File: config.mk
export PLATFORM = sky130hd
export DESIGN_NAME = lfsr_compare_engine
export DESIGN_NICKNAME = d
export VERILOG_FILES = /design/src/rtl/lfsr_cmp_pkg.sv /design/src/rtl/lfsr_cmp_counter.sv /design/src/rtl/lfsr_compare_engine.sv
export SDC_FILE = /design/constraint.sdc
export NUM_CORES = 1
export LEC_CHECK = 0
export ABC_AREA = 0
export BUFFER_PORTS_ARGS = -buffer_cell sky130_fd_sc_hd__buf_2
export CORE_MARGIN = 5
export CORE_UTILIZATION = 45
export DETAILED_ROUTE_END_ITERATION = 8
export HOLD_SLACK_MARGIN = 0.03
export PLACE_DENSITY = 0.71
export SYNTH_ARGS = -nofsm -noshare
export SYNTH_HDL_FRONTEND = slang
export SYNTH_SLANG_ARGS = --single-unit
File: constraint.sdc
create_clock -name LFSR_Clock -period 2.1 [get_ports LFSR_Clock]
set_input_delay 0.315 -clock LFSR_Clock [delete_from_list [all_inputs] [get_ports LFSR_Clock]]
set_output_delay 0.315 -clock LFSR_Clock [all_outputs]
set_load 0.05 [all_outputs]
File: src/rtl/lfsr_cmp_pkg.sv
// Shared definitions for the LFSR compare engine: FSM state encoding and default sizing.
package lfsr_cmp_pkg;

  typedef logic [1:0] state_t;

  localparam state_t ST_IDLE    = 2'd0;
  localparam state_t ST_SEARCH  = 2'd1;
  localparam state_t ST_FOUND   = 2'd2;
  localparam state_t ST_TIMEOUT = 2'd3;

  localparam int DEF_WIDTH     = 16;
  localparam int DEF_MAX_STEPS = 65535;
  localparam int DEF_CNT_W     = 16;

endpackage

File: src/rtl/lfsr_cmp_counter.sv
// Step counter for the compare engine: synchronous clear, guarded increment, terminal-count flag.
module lfsr_cmp_counter
  import lfsr_cmp_pkg::*;
#(
  parameter int CNT_W     = DEF_CNT_W,
  parameter int MAX_STEPS = DEF_MAX_STEPS
) (
  input  logic             clk,
  input  logic             rst_n,
  input  logic             clr,
  input  logic             inc,
  output logic [CNT_W-1:0] cnt,
  output logic             tc
);

  localparam logic [CNT_W-1:0] LAST_IDX = CNT_W'(MAX_STEPS - 1);

  assign tc = (cnt == LAST_IDX);

  // Holding at terminal count keeps the counter from ever wrapping.
  always_ff @(posedge clk or negedge rst_n) begin
    if (!rst_n) begin
      cnt <= '0;
    end else if (clr) begin
      cnt <= '0;
    end else if (inc && !tc) begin
      cnt <= cnt + CNT_W'(1);
    end
  end

endmodule

File: src/rtl/lfsr_compare_engine.sv
// Search engine that steps an external LFSR until its output matches a captured key or a step budget runs out.
// Optional don't-care masking of the compare is enabled by defining LFSR_CMP_MASK_EN.
module lfsr_compare_engine
  import lfsr_cmp_pkg::*;
#(
  parameter int WIDTH     = DEF_WIDTH,
  parameter int MAX_STEPS = DEF_MAX_STEPS,
  parameter int CNT_W     = DEF_CNT_W
) (
  input  logic             LFSR_Clock,
  input  logic             Reset,
  input  logic             Start,
  input  logic             Clear,
  input  logic [WIDTH-1:0] Key,
`ifdef LFSR_CMP_MASK_EN
  input  logic [WIDTH-1:0] Key_Mask,
`endif
  input  logic [WIDTH-1:0] LFSR_OUT,
  output logic             LFSR_Enable,
  output logic             Compare_Found,
  output logic             Done,
  output logic             Timeout,
  output logic [CNT_W-1:0] Match_Index
);

  localparam logic [CNT_W-1:0] LAST_IDX = CNT_W'(MAX_STEPS - 1);

  state_t           state;
  logic [WIDTH-1:0] key_q;
  logic [CNT_W-1:0] step_cnt;
  logic             step_tc;
  logic             hit;
  logic             in_search;
  logic             start_acc;

`ifdef LFSR_CMP_MASK_EN
  logic [WIDTH-1:0] mask_q;
  assign hit = ((LFSR_OUT ^ key_q) & ~mask_q) == '0;
`else
  assign hit = (LFSR_OUT == key_q);
`endif

  assign in_search = (state == ST_SEARCH);
  assign start_acc = Start && !Clear && !in_search;

  // Combinational so the generator never steps past the matching word.
  assign LFSR_Enable = in_search && !hit;

  lfsr_cmp_counter #(
    .CNT_W     (CNT_W),
    .MAX_STEPS (MAX_STEPS)
  ) u_counter (
    .clk   (LFSR_Clock),
    .rst_n (Reset),
    .clr   (start_acc),
    .inc   (in_search && !hit && !Clear),
    .cnt   (step_cnt),
    .tc    (step_tc)
  );

  always_ff @(posedge LFSR_Clock or negedge Reset) begin
    if (!Reset) begin
      key_q  <= '0;
`ifdef LFSR_CMP_MASK_EN
      mask_q <= '0;
`endif
    end else if (start_acc) begin
      key_q  <= Key;
`ifdef LFSR_CMP_MASK_EN
      mask_q <= Key_Mask;
`endif
    end
  end

  // Clear beats Start; Match_Index is only written on search completion.
  always_ff @(posedge LFSR_Clock or negedge Reset) begin
    if (!Reset) begin
      state         <= ST_IDLE;
      Done          <= 1'b0;
      Compare_Found <= 1'b0;
      Timeout       <= 1'b0;
      Match_Index   <= '0;
    end else if (Clear) begin
      state         <= ST_IDLE;
      Done          <= 1'b0;
      Compare_Found <= 1'b0;
      Timeout       <= 1'b0;
    end else begin
      case (state)
        ST_SEARCH: begin
          if (hit) begin
            state         <= ST_FOUND;
            Match_Index   <= step_cnt;
            Done          <= 1'b1;
            Compare_Found <= 1'b1;
          end else if (step_tc) begin
            state       <= ST_TIMEOUT;
            Match_Index <= LAST_IDX;
            Done        <= 1'b1;
            Timeout     <= 1'b1;
          end
        end
        default: begin
          if (Start) begin
            state         <= ST_SEARCH;
            Done          <= 1'b0;
            Compare_Found <= 1'b0;
            Timeout       <= 1'b0;
          end
        end
      endcase
    end
  end

endmodule
Yosys cells after proc, flatten, opt, wreduce, memory -nomap -nowiden
Index checks and enable logic that the tools add are counted.
{"block": "totals", "register_bits": 53, "latch_bits": 0, "mem_bits_rw": 0, "rom_bits": 0, "in_bits": 36, "output_inout_bits": 20, "elab_cells": 52, "memories": 0}
{"block": "classes", "add_sub_neg": 1, "multipliers": 0, "n_div": 0, "magnitude_cmp": 0, "eq_ne": 7, "shifts": 0, "n_mux": 20, "bitwise": 1, "n_reduce_logical": 16}
{"operator": "two-way mux 16 bit", "n": 4}
{"operator": "adder 16 x 1 -> 16 bit, second input constant", "n": 1}
{"operator": "equality test 16 bit", "n": 1}
{"operator": "equality test 16 bit, second input constant", "n": 1}
{"operator": "two-way mux 1 bit", "n": 11}
{"operator": "two-way mux 2 bit", "n": 5}
{"operator": "inequality test 3 bit, second input constant", "n": 2}
{"operator": "AND reduction 3 bit", "n": 2}
{"operator": "logical AND 1 bit", "n": 5}
{"operator": "zero test 1 bit", "n": 4}
{"operator": "inequality test 4 x 3 -> 1 bit, second input constant", "n": 1}
{"operator": "AND reduction 2 bit", "n": 2}
{"operator": "nonzero test 2 bit", "n": 2}
{"operator": "inequality test 3 x 2 -> 1 bit, second input constant", "n": 1}
{"operator": "nonzero test 3 bit", "n": 1}
{"operator": "equality test 2 x 1 -> 1 bit, second input constant", "n": 1}
{"operator": "NOT 1 bit", "n": 1}

Logic depth before layout (Yosys ltp)
{"block": "logic_depth", "word_depth": 7, "depth_mapped": 9, "ltp_nobuf": 7}

Hierarchy
A second synthesis with hierarchy kept.
{"block": "hier_totals", "cells_unflattened": 206, "area_unflattened_um2": 2533.7}
{"module": "lfsr_compare_engine", "n_inst": 1, "cells_per_inst": 113, "area_each_um2": 1574.0, "seq_area_each_um2": 900.9}
{"module": "lfsr_cmp_counter", "n_inst": 1, "cells_per_inst": 93, "area_each_um2": 959.7, "seq_area_each_um2": 400.4}

Worst setup path before layout
No wires, ideal clock.
{"block": "synth_timing", "path_type": "register -> register", "startpoint": "reg state[1]", "endpoint": "reg u_counter.cnt[10]", "arrival_time_ps": 2190, "setup_slack_ps": -167, "path_stages_with_launch": 6, "synth_period_minus_slack_ps": 2267, "cell_sequence": "dfrtp_1 -> or3b_4 -> buf_6 -> or4_4 -> or4_1 -> a21oi_1"}
{"block": "synth_between", "elab_chain_cells": 5, "elab_cells_between_ends": 8, "classes_between": "eq/ne: 1; mux: 1; reduce/logical: 6"}
{"element": "start: declaration", "line_no": "lfsr_compare_engine.sv:28", "source": "state_t state;"}
{"element": "start signal: assignment", "line_no": "lfsr_compare_engine.sv:78", "source": "state <= ST_IDLE;"}
{"element": "start signal: assignment", "line_no": "lfsr_compare_engine.sv:84", "source": "state <= ST_IDLE;"}
{"element": "start signal: assignment", "line_no": "lfsr_compare_engine.sv:92", "source": "state <= ST_FOUND;"}
{"element": "equality test 2 x 1 -> 1 bit (*)", "line_no": "lfsr_compare_engine.sv:43", "source": "assign in_search = (state == ST_SEARCH);"}
{"element": "logical AND 1 bit (2 in a row)", "line_no": "lfsr_compare_engine.sv:56", "source": ".inc (in_search && !hit && !Clear),"}
{"element": "logical AND 1 bit", "line_no": "lfsr_cmp_counter.sv:26", "source": "end else if (inc && !tc) begin"}
{"element": "nonzero test 2 bit (no source line)"}
{"element": "end signal: assignment", "line_no": "lfsr_cmp_counter.sv:27", "source": "cnt <= cnt + CNT_W'(1);"}
{"element": "end: declaration", "line_no": "lfsr_cmp_counter.sv:12", "source": "output logic [CNT_W-1:0] cnt,"}
Every way passes the cells marked *; elsewhere a longest branch is shown, timed or not.
A chain may end at the register's enable or synchronous reset.

Worst setup path in the final report
Same ends and word-level chain as after synthesis.

==> results_dict.tcl <==
set metrics [dict create \
    cp_max_fo 6 \
    n_antenna_cell 0 \
    crit_path_start_kind "flip-flop" \
    synth_area_leaders "dfrtp_1, nand2_1, xnor2_1" \
    synth-edff-count 0 \
    hp-class "in -> reg" \
    dr.pass1.iters 4 \
    hold_violations 0 \
    top_usage_layer "met2" \
    area_delta_synth_final_pct 23.4 \
    pin_count 56 \
    finalSetupTns_ps 0 \
    gp_congestion 0.872 \
    clock_path_buffers 2 \
    relSlewSlack_pct 61.4 \
    synth_cells 253 \
    synth.distinct_cells 38 \
    n_fill_cell 497 \
    max_freq_mhz 489 \
    die_x_um 85.4 \
    met2_usage_pct 28.1 \
    fin_skew_ps 7.05 \
    multiInputGateArea_um2 1180 \
    track_usage_pct 16.8 \
    min_period_over_period_pct 97.5 \
    endpoint_kind "flip-flop" \
    worst_pin_slew_ps 580 \
    port_buffers 55 \
    std_cell_rows 27 \
    remaining_drc_errors 0 \
    final_common_cell "nand2_1" \
    yosysTopAreaCell "dfrtp_1" \
    place_hpwl_um 4160 \
    setup_violations 0 \
    final_cell_mix "nand2_1, buf_2, dfrtp_1" \
    fin_cells 396 \
    p_total_mw 2.12 \
    syn_area_um2 2560 \
    powerDensity_nw_per_um2 671 \
    post-place-ws_ps 86.1 \
    syn_area_per_cell_um2 10.1 \
    nets 361 \
    reg2reg_slack_ps 50 \
    start_util_pct 46.4 \
    vias 2078 \
    gr-usage-met1_pct 21.4 \
    grtUsageMet3_pct 4.56 \
    drv_cap 0 \
    grt-ovfl-total 0 \
    antenna_left 0 \
    dp.cells 385 \
    viasPerCell 5.25 \
    peakVddDrop_mv 0.350 \
    hold_ws_ps 188 \
    worst_slack_ps 52.9 \
    cts_buffers 5 \
    cts_root_buf "clkbuf_8" \
    period_minus_slack_ps 2050 \
    routed_wl_um 5760 \
    yosysWarnings 0 \
    wl_per_cell_um 14.5 \
    chipHeight_um 85.4 \
    path_class "reg -> reg" \
    synth_seq_area_share_pct 50.9 \
    synthArstFlopShare_pct 100 \
    drt_iter0_markers 168 \
    grt_pass1_wl_um 9940 \
    syn_nets 291 \
    netlist.area_leader.share_pct 50.9 \
    ys_seq_elements 52 \
    outcome "complete, no violations" \
    register_area_um2 1300 \
    arrival_ps 2290 \
    report.final.slew_viol_count 0 \
    core_um2 5510 \
    antenna_found_initial 0 \
    clk_latency_ps 310 \
    cts_tree "yes" \
    grt_pass1_vias 2123 \
    dieArea_um2 7290 \
    drive_gt1_share_pct 29.9 \
    required_ps 2340 \
    ys.flop_type "dfrtp_1" \
    p_leak_nw 1.52 \
    h-tree-depth 2 \
    grt_max_degree 30 \
    numClockSinks 52 \
    path_clk_slew_ps 90 \
]
## stage by stage
| stage | cell area [um2] | util, % |
|---|---|---|
| finish | 3150 | 57.3 |
| global route | 3150 | 57.3 |
| CTS | 3110 | 56.4 |
| detailed placement | 2980 | 54.1 |
| global placement | 2980 | 54.1 |
| floorplan | 2560 | - |
## timing repair
| action | in CTS | in global routing |
|---|---|---|
| hold endpoints to repair | 23 | 0 |
| endpoints found under the setup margin | 1 | 21 |
| resized for setup | 1 | 10 |
| pin swaps | 1 | 6 |
| setup buffers | 1 | 1 |
| hold buffers | 1 | 0 |
## routing by layer
| layer | share of wire (%) | vias to the layer above |
|---|---|---|
| li1 | - | 1035 |
| met1 | 45 | 991 |
| met2 | 48 | 46 |
| met3 | 6.0 | 6 |
| met4 | 1.1 | 0 |
| met5 | 0 | - |
## where the power goes
group	internal [mW]	leakage (nW)	switching (mW)	total, mW
combinational	0.145	0.780	0.161	0.306
sequential	1.07	0.689	0.0571	1.13
clock	0.354	0.0552	0.332	0.686
total	1.57	1.52	0.550	2.12
## worst paths after layout
path / endpoint / from / depth (start not counted)
max: u_counter.cnt[10] / state[1] / 4
min: key_q[6] / Key[6] / 3
max reg2reg: u_counter.cnt[10] / state[1] / 4
min reg2reg: Match_Index[15] / Match_Index[15] / 1
max in group asynchronous: u_counter.cnt[7] / Reset / 3
min in group asynchronous: Match_Index[6] / Reset / 2
## logic make-up (layout without fill, tap and decap cells)
group	Yosys count	after routing	synth area share, %
simple gates	114	114	23.6
flops	52	52	50.9
compound gates	47	47	13.0
buf+inv	17	88	4.11
xor+xnor	16	16	5.48
mux	5	5	1.96
fa+ha+maj	2	2	0.979
## Yosys cell counts, types with 4 or more instances
master and n:
nand2_1 61, nand3_1 6, o22a_1 15, nand4_1 8
mux2i_1 5, or3_1 5, clkbuf_1 6, xnor2_1 16
nand2b_1 5, inv_1 5, o21ai_0 7, o31ai_1 4
or4_1 6, a21oi_1 11, buf_6 5, dfrtp_1 52
nor3_1 6
## state kept, by name, indices dropped and copies added (netlist names)
register / flops
Compare_Found: 1
Match_Index: 16
Timeout: 1
key_q: 16
state: 2
u_counter.cnt: 16
## final cells by class
cell class                      instances  share of cell area (%)
Multi-Input combinational cell        184                    37.5
Clock inverter                          2                    1.11
Tap cell                               72                    2.86
Sequential cell                        52                    41.3
Clock buffer                            6                    2.30
Inverter                                5                   0.595
Timing Repair Buffer                   75                    14.3
## worst max-delay path, stage by stage (launching register included)
cell,delay (ps)
dfrtp_2,440
or3b_4,430
or4_4,530
or4_1,430
a21oi_2,150
(Power assumes the default switching activity.)
